===== config.mk =====
export PLATFORM = sky130hd
export DESIGN_NAME = intr_arbiter
export DESIGN_NICKNAME = d
export VERILOG_FILES = /design/src/rtl/intr_arbiter_pkg.sv /design/src/rtl/intr_prio_enc.sv /design/src/rtl/intr_arbiter.sv
export SDC_FILE = /design/constraint.sdc
export NUM_CORES = 1
export LEC_CHECK = 0
export ABC_AREA = 0
export CAP_MARGIN = 20
export CELL_PAD_IN_SITES_DETAIL_PLACEMENT = 1
export CELL_PAD_IN_SITES_GLOBAL_PLACEMENT = 2
export CORE_MARGIN = 4
export CORE_UTILIZATION = 20
export DETAILED_ROUTE_END_ITERATION = 10
export GPL_TIMING_DRIVEN = 0
export PLACE_DENSITY = 0.83
export SYNTH_ARGS = -nofsm -noshare
export SYNTH_HDL_FRONTEND = slang
export SYNTH_HIERARCHICAL = 1
export SYNTH_SLANG_ARGS = --single-unit

===== constraint.sdc =====
create_clock -name clk -period 2.3 [get_ports clk]
set_input_delay 0.46 -clock clk [delete_from_list [all_inputs] [get_ports clk]]
set_output_delay 0.46 -clock clk [all_outputs]
set_load 0.05 [all_outputs]

===== src/rtl/intr_arbiter_pkg.sv =====
// Shared types and limits for the interrupt arbiter.
package intr_arbiter_pkg;

    // The CPU cause field is 4 bits wide, which caps the number of sources.
    localparam int INT_SRC_MAX = 4;

    typedef enum logic [1:0] {
        IDLE = 2'd0,
        REQ  = 2'd1,
        ACK  = 2'd2,
        HOLD = 2'd3
    } arb_state_t;

endpackage


===== src/rtl/intr_prio_enc.sv =====
// Fixed-priority encoder: one-hot of the lowest set bit plus an any-valid flag.
module intr_prio_enc #(
    parameter int N_SRC = 4
) (
    input  logic [N_SRC-1:0] req,
    output logic [N_SRC-1:0] onehot,
    output logic             any
);

    // Scan from bit 0 upward; the first set bit wins and blocks the rest.
    always_comb begin
        onehot = '0;
        any    = 1'b0;
        for (int i = 0; i < N_SRC; i++) begin
            if (req[i] && !any) begin
                onehot[i] = 1'b1;
                any       = 1'b1;
            end
        end
    end

endmodule


===== src/rtl/intr_arbiter.sv =====
// Interrupt arbiter: latches source edges, masks with the CPU enable register,
// grants one source by fixed priority and runs the Ireq/Iack handshake.
module intr_arbiter
    import intr_arbiter_pkg::*;
#(
    parameter int N_SRC = 4,   // 1..INT_SRC_MAX
    parameter bit EDGE  = 1'b1 // 1: rising-edge capture, 0: level capture
) (
    input  logic             clk,
    input  logic             reset,
    input  logic [N_SRC-1:0] irq_i,
    input  logic [31:0]      int_en_i,
    input  logic             Iack,
    output logic             Ireq,
    output logic [N_SRC-1:0] gntInt,
    output logic [N_SRC-1:0] irq_ack_o,
    output logic [N_SRC-1:0] pending_o
);

    arb_state_t       state, state_nxt;
    logic [N_SRC-1:0] irq_d;
    logic [N_SRC-1:0] pending;
    logic [N_SRC-1:0] rise;
    logic [N_SRC-1:0] set_req;
    logic [N_SRC-1:0] clr;
    logic [N_SRC-1:0] masked;
    logic [N_SRC-1:0] pick;
    logic             pick_any;

    logic             ireq_q, ireq_nxt;
    logic [N_SRC-1:0] gnt_q, gnt_nxt;
    logic [N_SRC-1:0] ack_q, ack_nxt;

    // Only the low N_SRC enable bits belong to this block.
    logic unused_en;
    assign unused_en = ^int_en_i[31:N_SRC];

    assign rise    = irq_i & ~irq_d;
    assign set_req = EDGE ? rise : irq_i;
    assign masked  = pending & int_en_i[N_SRC-1:0];

    intr_prio_enc #(.N_SRC(N_SRC)) u_prio (
        .req    (masked),
        .onehot (pick),
        .any    (pick_any)
    );

    // Edge detector and pending register; a new set beats a same-cycle clear.
    always_ff @(posedge clk) begin
        if (reset) begin
            irq_d   <= '0;
            pending <= '0;
        end else begin
            irq_d   <= irq_i;
            pending <= set_req | (pending & ~clr);
        end
    end

    // State and registered handshake outputs.
    always_ff @(posedge clk) begin
        if (reset) begin
            state  <= IDLE;
            ireq_q <= 1'b0;
            gnt_q  <= '0;
            ack_q  <= '0;
        end else begin
            state  <= state_nxt;
            ireq_q <= ireq_nxt;
            gnt_q  <= gnt_nxt;
            ack_q  <= ack_nxt;
        end
    end

    // Next-state logic. The clear is issued on the REQ->ACK transition so the
    // pending bit is already gone while the ack pulse is visible; an edge that
    // arrives during ACK therefore re-latches cleanly.
    always_comb begin
        state_nxt = state;
        ireq_nxt  = ireq_q;
        gnt_nxt   = gnt_q;
        ack_nxt   = '0;
        clr       = '0;
        case (state)
            IDLE: begin
                if (pick_any) begin
                    state_nxt = REQ;
                    ireq_nxt  = 1'b1;
                    gnt_nxt   = pick;
                end
            end
            REQ: begin
                // Grant is frozen here: masking or a higher-priority arrival
                // must not disturb what the CPU is sampling.
                if (Iack) begin
                    state_nxt = ACK;
                    ireq_nxt  = 1'b0;
                    gnt_nxt   = '0;
                    ack_nxt   = gnt_q;
                    clr       = gnt_q;
                end
            end
            ACK: begin
                state_nxt = HOLD;
            end
            HOLD: begin
                if (!Iack) begin
                    state_nxt = IDLE;
                end
            end
            default: begin
                state_nxt = IDLE;
                ireq_nxt  = 1'b0;
                gnt_nxt   = '0;
            end
        endcase
    end

    assign Ireq      = ireq_q;
    assign gntInt    = gnt_q;
    assign irq_ack_o = ack_q;
    assign pending_o = pending;

endmodule


==> reports/qor.csv, run 1 <==
metric,value,unit
CP Capture Point,state[1],
ys async rst share,0,%
Worst-Skew Late Latency,0.25,ns
share of the synthesized area in the top cell type,42.3,%
CTS Buffer Depth,2,
Rel. slew slack,65.8,%
sequential fraction of the synthesis area,42.3,%
via/cell ratio,4.47,
critical path class,in -> reg,
Port Buffers,22,
row cnt,24,
DRT Pass-1 Iters,4,
Worst-Margin Slew,0.511,ns
Routed Antenna Nets,0,
area delta synth->final,36.7,%
Synth Flop Type,dfxtp_1,
CTS resizes,0,
"FF+latch count, synth",19,
Synth area leader,dfxtp_1,
Gate Count Post-Synth,98,
Max Fclk,483,MHz
crit share post-route,90.0,%
Num CTS Buffers,3,
clk sinks,19,
power density over cell area,894,nW/um^2
element type at the critical path end,flip-flop,
register area,380,um^2
RD Place Congestion,0.754,
FF-to-FF End,state[1],
CP Max Fanout,7,
first-pass GRT wire length,3790,um
"worst slack, placed",-0.0400,ns
ratio of cells with drive above 1 in the final layout,10.5,%
max-slew violations,0,
vias in the first global route,865,
Core Box Area,4350,um^2
leakage power,0.465,nW
CTS tree,built,
Worst setup startpoint,int_en_i[0],
Hold Path Class,reg -> reg,
unrepaired setup endpoints after global routing,no,
post-layout minimum cycle time,2.07,ns
CP arrival,2.26,ns
reg-to-reg setup timing slack,0.51,ns
Die H,75.1,um
Synth area leaders,"dfxtp_1 42%, nor2b_1 9.0%, ha_1 7.0%",
Routed WL per cell,12.6,um
vias,786,
filler instances,518,
Critical R2R Launch,pending_o[1],
clk root buf,clkbuf_8,
Initial Util,20.7,%
htree depth,1,
# setup viols final,0,
Worst Setup Start Kind,primary input,
postcts setup bufs,0,
DRC Markers,0,
die area,5630,um^2
final worst setup slack,0.229,ns
syn_area_per_cell,9.18,um^2
Setup TNS,0,ns
Worst VDD drop,0.310,mV
DPL Wire Length,1730,um
WL final,2210,um
synth cell count leaders,"19 x dfxtp_1, 13 x nor2b_1, 8 x a21oi_1, 8 x and2_1, 7 x nor2_1",
Final Skew,0.00291,ns
Critical Path RT,2.49,ns
status,finished clean,
clk slew on worst S/H paths,0.07,ns
Yosys warnings,6,
n_diodes,0,
Ports,52,
multi-input logic area,483,um^2
NumNets Final,169,
post-synthesis net count,142,
initial DRC count,37,
hold buffers post-CTS,0,
top-count cell post-synth,dfxtp_1,
final-report hold violation count,0,
WHS Path Cells,2,
Synth cell types,28,
FF-to-FF path depth,5,
mapped cell area,900,um^2
All-Layer GR Usage,8.68,%
grt total ovfl,0,
largest net degree at the start of global routing,11,
Post-synth EDFFs,0,
max cap viols,0,
Die W,75.1,um
antenna violations before repair,0,
cells by family after synthesis:
group / share of synthesized area (%)
flops: 42.3
compound gates: 11.4
simple gates: 35.3
buf+inv: 4.03
fa+ha+maj: 6.95
sequential cells by signal (all words and copies together), names as in the netlist:
register / cells
irq_d: 4
irq_ack_o: 4
state: 2
Ireq: 1
pending_o: 4
gntInt: 4
layer usage:
| layer | global-route usage, % | part of all wire, % |
|---|---|---|
| met1 | 10.5 | 46 |
| met2 | 14.9 | 46 |
| met3 | 2.94 | 5.7 |
| met4 | 1.78 | 1.6 |
| met5 | 0 | 0 |
critical path: stages:
cell and delay (ns):
clkdlybuf4s50_1 0.39, and2_1 0.20, or4_1 0.58, nand2b_2 0.27, a31o_1 0.24, a21oi_2 0.12
per-stage QoR:
stage	cell area (um^2)	power, W	util (%)	hold WS (ns)	cells
2_1_floorplan	900	0.000746	-	0.508	98
3_3_place_gp	1180	0.000856	27.2	0.489	172
3_5_place_dp	1180	0.000880	27.2	0.502	172
4_1_cts	1230	0.00111	28.2	0.512	176
5_1_grt	1230	0.00117	28.2	0.545	176
6_report	1230	0.00110	28.2	0.513	176
how the worst min path moves through the flow:
stage / start / slack [ns] / end
floorplan: irq_d[0] / 0.51 / pending_o[0]
global placement: Ireq / 0.49 / Ireq
detailed placement: gntInt[2] / 0.50 / gntInt[2]
CTS: gntInt[2] / 0.51 / gntInt[2]
global route: gntInt[2] / 0.55 / gntInt[2]
finish: Ireq / 0.51 / Ireq
final cells by class:
cell class | instances | share of cell area [%]
plain buffers | 4 | 2.34
clock buffers | 4 | 3.66
inverters | 2 | 0.610
multi-input cells | 73 | 39.3
flip-flops and latches | 19 | 30.9
well taps | 52 | 5.29
repair buffers | 22 | 17.9
power by group:
part	total (W)	leakage, nW	internal [W]	switching, W
clock network	0.000231	0.0228	0.000123	0.000108
logic	0.000463	0.286	0.000176	0.000287
registers	0.000406	0.156	0.000370	0.0000353
cell usage in the layout (no fill, tap or decap):
cell / n
and2b_1: 1
nand4_1: 5
ha_1: 5
or4_1: 1
clkbuf_1: 1
nand2b_4: 1
nor4b_1: 2
clkdlybuf4s50_1: 22
dfxtp_1: 19
a31oi_1: 1
nor2_1: 7
clkbuf_8: 3
o31ai_1: 4
a21oi_2: 1
buf_6: 1
a32oi_1: 1
clkbuf_2: 1
nand3_1: 4
inv_1: 2
nand2b_2: 1
buf_2: 1
a31o_1: 1
nand2_1: 4
nor2b_4: 1
and2_1: 8
nor3b_1: 1
buf_4: 1
a21oi_1: 8
nor2b_1: 13
or2_2: 2
nor3_1: 1
Power figures use the tool's default switching activity.
==> run 2, diff against run 1 <==
--- a/config.mk
+++ b/config.mk
@@ -6,10 +6,11 @@
 export NUM_CORES = 1
 export LEC_CHECK = 0
 export ABC_AREA = 0
+export ABC_CLOCK_PERIOD_IN_PS = 2300
 export CAP_MARGIN = 20
 export CELL_PAD_IN_SITES_DETAIL_PLACEMENT = 1
 export CELL_PAD_IN_SITES_GLOBAL_PLACEMENT = 2
-export CORE_MARGIN = 4
+export CORE_MARGIN = 2
 export CORE_UTILIZATION = 20
 export DETAILED_ROUTE_END_ITERATION = 10
 export GPL_TIMING_DRIVEN = 0
==> run 2 against run 1 <==
Sequential share of layout area is essentially flat. Count of clock-buffer cells in the layout decreased by 1. Worst setup slack barely moved. Flip-flop and latch count did not move. Power up 1.6%. Hold slack improved by 0.0040 ns. Global-route usage is 1.2 points higher. Utilization about the same. Combinational power increased by 2%.
==> reports/qor.csv, run 2 (synthesized netlist as in run 1, its figures left out) <==
metric,value,unit,change
status,finished clean,,
M3 GR Usage,2.28,%,-0.66 points
CP max-delay cell,or4_1,,
GR peak layer,met2,,
largest net degree at the start of global routing,12,,+1
via/cell ratio,4.38,,-1.9%
Worst-Margin Slew,0.507,ns,-0.00350 ns
max-slew violations,0,,unchanged
reg-to-reg setup timing slack,0.52,ns,about the same
Critical Path RT,2.50,ns,about the same
area delta synth->final,36.9,%,
antenna violations before repair,0,,unchanged
vias in the first global route,819,,-5.3%
max cap viols,0,,unchanged
max incr delay on CP,0.57,ns,about the same
CP arrival,2.27,ns,about the same
first-pass GRT wire length,3950,um,+4.2%
Worst VDD drop,0.239,mV,-23%
FF-to-FF path depth,5,,unchanged
total power,0.00112,W,+1.6%
most frequent cells in the layout,"22 x clkdlybuf4s50_1, 19 x dfxtp_1, 13 x nor2b_1",,
vias,771,,-1.9%
n_diodes,0,,unchanged
post-layout minimum cycle time,2.07,ns,+0.000476 ns
NumNets Final,169,,unchanged
Rel. slew slack,66.1,%,+0.23 points
Port Buffers,22,,unchanged
Die H,71.1,um,-5.3%
CTS Buffer Depth,2,,unchanged
ratio of cells with drive above 1 in the final layout,11.3,%,+0.81 points
DRT Pass-1 Iters,2,,-2
final-report hold violation count,0,,unchanged
CTS tree,built,,
FF-to-FF End,state[1],,
RD Place Congestion,0.776,,+3.0%
initial DRC count,9,,-76%
Worst Setup Start Kind,primary input,,
Num CTS Buffers,3,,unchanged
CP cell instances,clkdlybuf4s50_1 -> and2_1 -> or4_1 -> nand2b_2 -> a31o_1 -> a21oi_2,,
clk sinks,19,,unchanged
CTS resizes,0,,unchanged
postcts setup bufs,0,,unchanged
clk slew on worst S/H paths,0.08,ns,about the same
unrepaired setup endpoints after global routing,no,,
WL final,2220,um,+0.27%
grt total ovfl,0,,unchanged
element type at the critical path end,flip-flop,,
CP Max Fanout,7,,unchanged
Routed WL per cell,12.6,um,+0.27%
GR met2 Demand/Resource,16.6,%,+1.7 points
power density over cell area,908,nW/um^2,+1.5%
Hold EP,gntInt[1],,
GRT met1 Usage,12.3,%,+1.7 points
"most common cell after layout, fill and taps aside",clkdlybuf4s50_1,,
# setup viols final,0,,unchanged
clk root buf,clkbuf_8,,
Critical R2R Launch,pending_o[1],,
hold buffers post-CTS,0,,unchanged
htree depth,1,,unchanged
All-Layer GR Usage,9.88,%,+1.2 points
crit share post-route,90.1,%,about the same
DPL Wire Length,1700,um,-1.6%
post-route cell area,1230,um^2,+0.10%
placed cells,172,,unchanged
Max Fclk,483,MHz,about the same
Routed Antenna Nets,0,,unchanged
row cnt,24,,unchanged
Core Box Area,4350,um^2,unchanged
final cell count without fillers,176,,unchanged
final worst hold slack,0.517,ns,+0.00399 ns
WHS Path Cells,2,,unchanged
Ports,52,,unchanged
DRC Markers,0,,unchanged
Hold Path Class,reg -> reg,,
critical path class,in -> reg,,
Setup TNS,0,ns,unchanged
Worst-Skew Late Latency,0.26,ns,about the same
worst hold start,gntInt[1],,
Placement Cell Area,1180,um^2,unchanged
Die W,71.1,um,-5.3%
Final Skew,0.00205,ns,-0.000864 ns
leakage power,0.467,nW,+0.59%
Initial Util,20.7,%,unchanged
die area,5050,um^2,-10%
[run 2: cell types whose count changed in the layout (fill, tap and decap cells not counted), sizes merged]
cell	before	now
clkinv	0	1
clkbuf	5	4
[run 2: where the power goes]
| part | internal [W] | switching (W) | total [W] |
|---|---|---|---|
| registers | 0.000370 | 0.0000358 | 0.000406 |
| clock network | 0.000121 | 0.000121 | 0.000242 |
| logic | 0.000177 | 0.000293 | 0.000470 |
[run 2: how the worst max path moves through the flow]
stage	from	endpoint	slack (ns)
finish	int_en_i[0]	state[1]	0.23
global route	int_en_i[1]	state[1]	0.15
CTS	int_en_i[0]	state[1]	0.22
detailed placement	int_en_i[0]	state[1]	-0.05
global placement	int_en_i[0]	state[1]	-0.01
floorplan	pending_o[0]	state[1]	0.41
[run 2: metal layers]
metal / share of wire (%) / up-vias
met1: 46 / 358
met5: 0 / -
met2: 49 / 19
met3: 4.3 / 4
li1: - / 390
met4: 1.3 / 0
[run 2: stage by stage]
step                setup WS [ns]  utilization [%]
floorplan                   0.408                -
global placement         -0.00962             27.2
detailed placement        -0.0467             27.2
CTS                         0.223             28.3
global route                0.152             28.3
finish                      0.229             28.3
[run 2: critical path: cells and delay by family]
kind | cells | cell delay [ns]
AND/OR/NAND/NOR | 3 | 1.05
buffers and inverters | 1 | 0.40
AO/OA/AOI/OAI | 2 | 0.36
[run 2: cell type report]
| type | count | area (um^2) |
|---|---|---|
| clock buffers | 3 | 41.3 |
| flip-flops and latches | 19 | 380 |
| plain buffers | 4 | 28.8 |
| fillers | 499 | 3120 |
| well taps | 52 | 65.1 |
| repair buffers | 22 | 220 |
| clock inverters | 1 | 5.00 |
| inverters | 2 | 7.51 |
| multi-input cells | 73 | 483 |
==> patch 1: new RTL, settings of run 2 <==
`N_SRC` is set to 4 in 2 places; all go to 8.
--- a/src/rtl/intr_prio_enc.sv
+++ b/src/rtl/intr_prio_enc.sv
@@ -1,6 +1,6 @@
 // Fixed-priority encoder: one-hot of the lowest set bit plus an any-valid flag.
 module intr_prio_enc #(
-    parameter int N_SRC = 4
+    parameter int N_SRC = 8
 ) (
     input  logic [N_SRC-1:0] req,
     output logic [N_SRC-1:0] onehot,
--- a/src/rtl/intr_arbiter.sv
+++ b/src/rtl/intr_arbiter.sv
@@ -3,7 +3,7 @@
 module intr_arbiter
     import intr_arbiter_pkg::*;
 #(
-    parameter int N_SRC = 4,   // 1..INT_SRC_MAX
+    parameter int N_SRC = 8,   // 1..INT_SRC_MAX
     parameter bit EDGE  = 1'b1 // 1: rising-edge capture, 0: level capture
 ) (
     input  logic             clk,
Ports: changed (resized gntInt, irq_ack_o, irq_i and pending_o); port bits go from 52 to 68. The function was not compared with the original's and may differ.
==> patch 1 against run 2 <==
Design area increased by 81%; clock skew increased by 0.0022 ns; clock power increased by 77%; total power increased by 62%; critical endpoint is now state[0]$_SDFFE_PP0P_; routed wire length increased by 74%; first-iteration DRC count increased to 3.4 times the old value; synthesized cell count increased by 77%; sequential cell count increased by 16; final cell count increased by 85%; combinational power increased by 44%; worst setup slack got worse by 0.015 ns; core utilization increased by 0.61 points; area after synthesis increased by 77%; count of clock-buffer cells in the layout increased by 4.
==> patch 1: results (changes against run 2) <==
[grt]
antenna_found_initial = 0  ; unchanged
grt_max_degree = 11  ; -1
grt_pass1_wl_mm = 6.46  ; +64%
grtUsageTotal_pct = 9.51  ; -0.37 points

[logic_synthesis]
synth_common_cells = dfxtp_1, nor2b_1, a21oi_1, and2_1, nor2_1
synth_cells = 173  ; +77%
synth_area_leaders = dfxtp_1, nor2b_1, and2_1
yosysSeqAreaShare_pct = 44.0  ; +1.7 points
synth_cell_types = 32  ; +14%
syn_nets = 221  ; +56%
synth_fa_ha_area_share_pct = 3.93  ; -3.0 points
synth_compound_area_share_pct = 11.3  ; -0.093 points

[sta]
finClkSkew_ns = 0.00428  ; +0.00224 ns
worstMarginPinSlew_ns = 0.500  ; -0.00733 ns
whs_ns = 0.511  ; -0.00596 ns

[critical_path]
reg2reg_slack_ns = 0.48  ; -0.04 ns
worst-r2r-cell-count = 7  ; +2
timing.rr.end = state[0]$_SDFFE_PP0P_
arrival_ns = 2.26

[power_and_ir_drop]
p_leak_nw = 0.851  ; +82%
ir_drop_mv = 0.189  ; -21%

[placement]
gp_congestion = 0.813  ; +4.7%
hpwl_mm = 3.09  ; +81%
dp_slack_ns = -0.107  ; -0.0606 ns
io_buffers = 43  ; +95%

[status]
run_status = complete, no violations

[drt]
viasPerCell = 4.05  ; -7.6%
vias = 1319  ; +71%
drtIter0Drc = 31  ; +22
drtPass1Iterations = 4  ; +2

[min_path]
hp-start = pending_o[3]$_SDFF_PP0_
hold_end = pending_o[3]$_SDFF_PP0_

[clock_tree]
cts_buffers = 5  ; +2
htreeDepth = 2  ; +1
clkLatencyLatePin_ns = 0.28  ; +0.02 ns

[layout]
nFillCells = 898  ; +80%

-- patch 1: changes by cell type after synthesis, sizes merged, moves of 7 or more --
cell / delta
nor2b: +10
dfxtp: +16
and2: +9
nor2: +7
buf: +7
a21oi: +7
-- patch 1: worst max-delay path by stage --
stage	from	to	slack [ns]
after floorplan	pending_o[1]$_SDFF_PP0_	state[0]$_SDFFE_PP0P_	0.42
after global placement	int_en_i[0]	state[0]$_SDFFE_PP0P_	-0.11
after detailed placement	int_en_i[1]	state[0]$_SDFFE_PP0P_	-0.11
after CTS	int_en_i[1]	state[0]$_SDFFE_PP0P_	0.19
after global routing	int_en_i[1]	state[0]$_SDFFE_PP0P_	0.02
final	int_en_i[1]	state[0]$_SDFFE_PP0P_	0.21
-- patch 1: layer usage --
metal | vias up | wire length [um] | GRT usage [%]
li1 | 688 | - | -
met1 | 597 | 1880 | 12.4
met2 | 29 | 1770 | 14.9
met3 | 5 | 153 | 2.66
met4 | 0 | 59 | 3.68
met5 | - | 0 | 0
-- patch 1: critical path, cell delays in order --
cell	delay, ns
clkdlybuf4s50_1	0.39
and2_1	0.21
nor4_4	0.36
nand3_1	0.19
nand2b_1	0.20
buf_4	0.18
a31oi_1	0.19
a211oi_2	0.06
-- patch 1: where the power goes --
part | switching (mW) | total [mW] | internal (mW)
Sequential | 0.0454 | 0.704 | 0.659
Clock | 0.216 | 0.429 | 0.213
Combinational | 0.405 | 0.678 | 0.273
Total | 0.667 | 1.81 | 1.14
-- patch 1: cell type report --
type,instances,area (um^2),area share (%)
timing repair buffer,43,430,19.3
multi-input combinational,125,806,36.1
buffer,11,78.8,3.53
clock buffer,7,76.3,3.42
sequential,35,701,31.4
tap,102,128,5.72
inverter,2,7.51,0.336
clock inverter,1,5.00,0.224
==> patch 2: new RTL, settings of run 2 <==
Made on the original files. The 4 states of `arb_state_t` get a one-hot encoding in 4 bits.
--- a/src/rtl/intr_arbiter_pkg.sv
+++ b/src/rtl/intr_arbiter_pkg.sv
@@ -4,11 +4,11 @@
     // The CPU cause field is 4 bits wide, which caps the number of sources.
     localparam int INT_SRC_MAX = 4;
 
-    typedef enum logic [1:0] {
-        IDLE = 2'd0,
-        REQ  = 2'd1,
-        ACK  = 2'd2,
-        HOLD = 2'd3
+    typedef enum logic [3:0] {
+        IDLE = 4'b0001,
+        REQ  = 4'b0010,
+        ACK  = 4'b0100,
+        HOLD = 4'b1000
     } arb_state_t;
 
 endpackage
Formal check against the unedited RTL: same outputs for any inputs over 10 cycles, from zero or initial values and one cycle with reset high; not proved beyond that.
==> patch 2 against run 2 <==
Design area up 2.5%; worst setup slack improved by 0.014 ns; area after synthesis up 2.4%; routed wire length increased by 14%; sequential cell count rose by 2; via count grew 5.6%; largest cell class unchanged.
Power is not compared: it rests on default switching activity, and its combinational part moved more than twofold at a synthesized area within 25%.
==> patch 2: results (changes against run 2) <==
[grt]
grt_pass1_wl_mm = 4.20  ; +6.3%
grt_max_degree = 13  ; +1
grtUsageTotal_pct = 10.6  ; +0.75 points

[logic_synthesis]
synth_mux_area_share_pct = 1.09  ; +1.1 points
synth_fa_ha_area_share_pct = 0  ; -7.0 points
async_reset_ff_share_pct = 0  ; unchanged
synth_area_leaders = dfxtp_1, nand2b_1, and2_1
syn_nets = 136  ; -4.2%
yosysWarningCount = 6  ; unchanged
synth_common_cells = dfxtp_1, nand2b_1, and2_1
synth_compound_area_share_pct = 16.8  ; +5.4 points
synthXorXnorAreaFrac_pct = 0.951  ; +0.95 points
synth_cell_types = 31  ; +11%
synth_cells = 97  ; -1.0%
yosysSeqAreaShare_pct = 45.7  ; +3.4 points

[clock_tree]
ctsLongestPathBuffers = 2  ; unchanged
cts_setup_buffers = 0  ; unchanged
htreeDepth = 1  ; unchanged
cts_buffers = 3  ; unchanged
clk_pin_slew_worst_paths_ns = 0.08  ; about the same

[placement]
dpl_cell_area_um2 = 1220  ; +2.6%
gp_congestion = 0.782  ; +0.68%
hpwl_mm = 1.92  ; +13%
dp_slack_ns = -0.00338  ; +0.0433 ns
io_buffers = 23  ; +4.5%

[layout]
final_nets = 164  ; -3.0%
n_antenna_cell = 0  ; unchanged
layout-drive-gt1-share_pct = 10.5  ; -0.81 points
nFillCells = 510  ; +2.2%

[power_and_ir_drop]
p_leak_nw = 0.457
powerDensity_nw_per_um2 = 660

[drt]
drtIter0Drc = 49  ; +40
viasPerCell = 4.63  ; +5.6%
routed_wl_mm = 2.52  ; +14%
drtPass1Iterations = 4  ; +2
vias = 814  ; +5.6%

[sta]
relSlewSlack_pct = 56.7  ; -9.4 points
finClkSkew_ns = 0.00394  ; +0.00190 ns

[critical_path]
arrival_ns = 2.18  ; -0.09 ns
path_max_fanout = 10  ; +3

[status]
run_status = complete, no violations

patch 2: cell count changes in the layout (fill, tap and decap cells not counted), sizes merged, moves of 3 or more:
cell,before,now
a21oi,9,5
ha,5,0
a31oi,1,5
buf,3,6
nor2b,14,6
nand2b,2,9
a311oi,0,4
nand4,5,0
o31ai,4,0
o21ai,0,5
nor2,7,1
patch 2: kinds of logic after synthesis:
logic type | after synthesis
AOI/OAI and AO/OA | 23
xor gates and xnor gates | 1
buffers and inverters | 10
DFF | 21
muxes | 1
and+or+nand+nor | 41
patch 2: path summary, 6_finish.rpt:
| kind | start | end | slack, ns | depth (start not counted) |
|---|---|---|---|---|
| setup / recovery | int_en_i[1] | gntInt[1]$_SDFFE_PP0P_ | 0.24 | 6 |
| hold / removal | irq_d[1]$_SDFF_PP0_ | pending_o[1]$_SDFF_PP0_ | 0.50 | 2 |
| setup reg to reg | pending_o[1]$_SDFF_PP0_ | gntInt[1]$_SDFFE_PP0P_ | 0.56 | 5 |
| hold reg to reg | irq_d[1]$_SDFF_PP0_ | pending_o[1]$_SDFF_PP0_ | 0.50 | 2 |
patch 2: where the power goes:
part	switching (mW)	internal, mW	leakage [nW]
clock	0.133	0.121	0.0255
combinational	0.110	0.0802	0.260
sequential	0.00788	0.381	0.172
patch 2: final cells by class:
cell class | count | area share, %
Multi-Input combinational cell | 66 | 35.4
Sequential cell | 21 | 33.3
Timing Repair Buffer | 23 | 18.2
Tap cell | 52 | 5.15
Buffer | 7 | 3.37
Clock buffer | 3 | 3.27
Inverter | 3 | 0.892
Clock inverter | 1 | 0.396
patch 2: stage by stage:
| stage | hold slack (ns) | TNS [ns] |
|---|---|---|
| floorplan | 0.462 | 0 |
| global placement | 0.472 | 0 |
| detailed placement | 0.484 | -0.00338 |
| CTS | 0.497 | 0 |
| global route | 0.524 | 0 |
| finish | 0.501 | 0 |
patch 2: layer usage:
metal / GRT usage (%) / wire length, um / vias to the layer above
met3: 2.53 / 118 / 4
met4: 3.77 / 34 / 0
met2: 18.8 / 1290 / 21
met1: 12.4 / 1080 / 393
met5: 0 / 0 / -
li1: - / - / 396
patch 2: worst max-delay path, cell delays in order:
cell             delay (ns)
clkdlybuf4s50_1        0.42
and2_1                 0.20
or4_1                  0.59
buf_2                  0.22
a31oi_1                0.21
a311oi_1               0.08
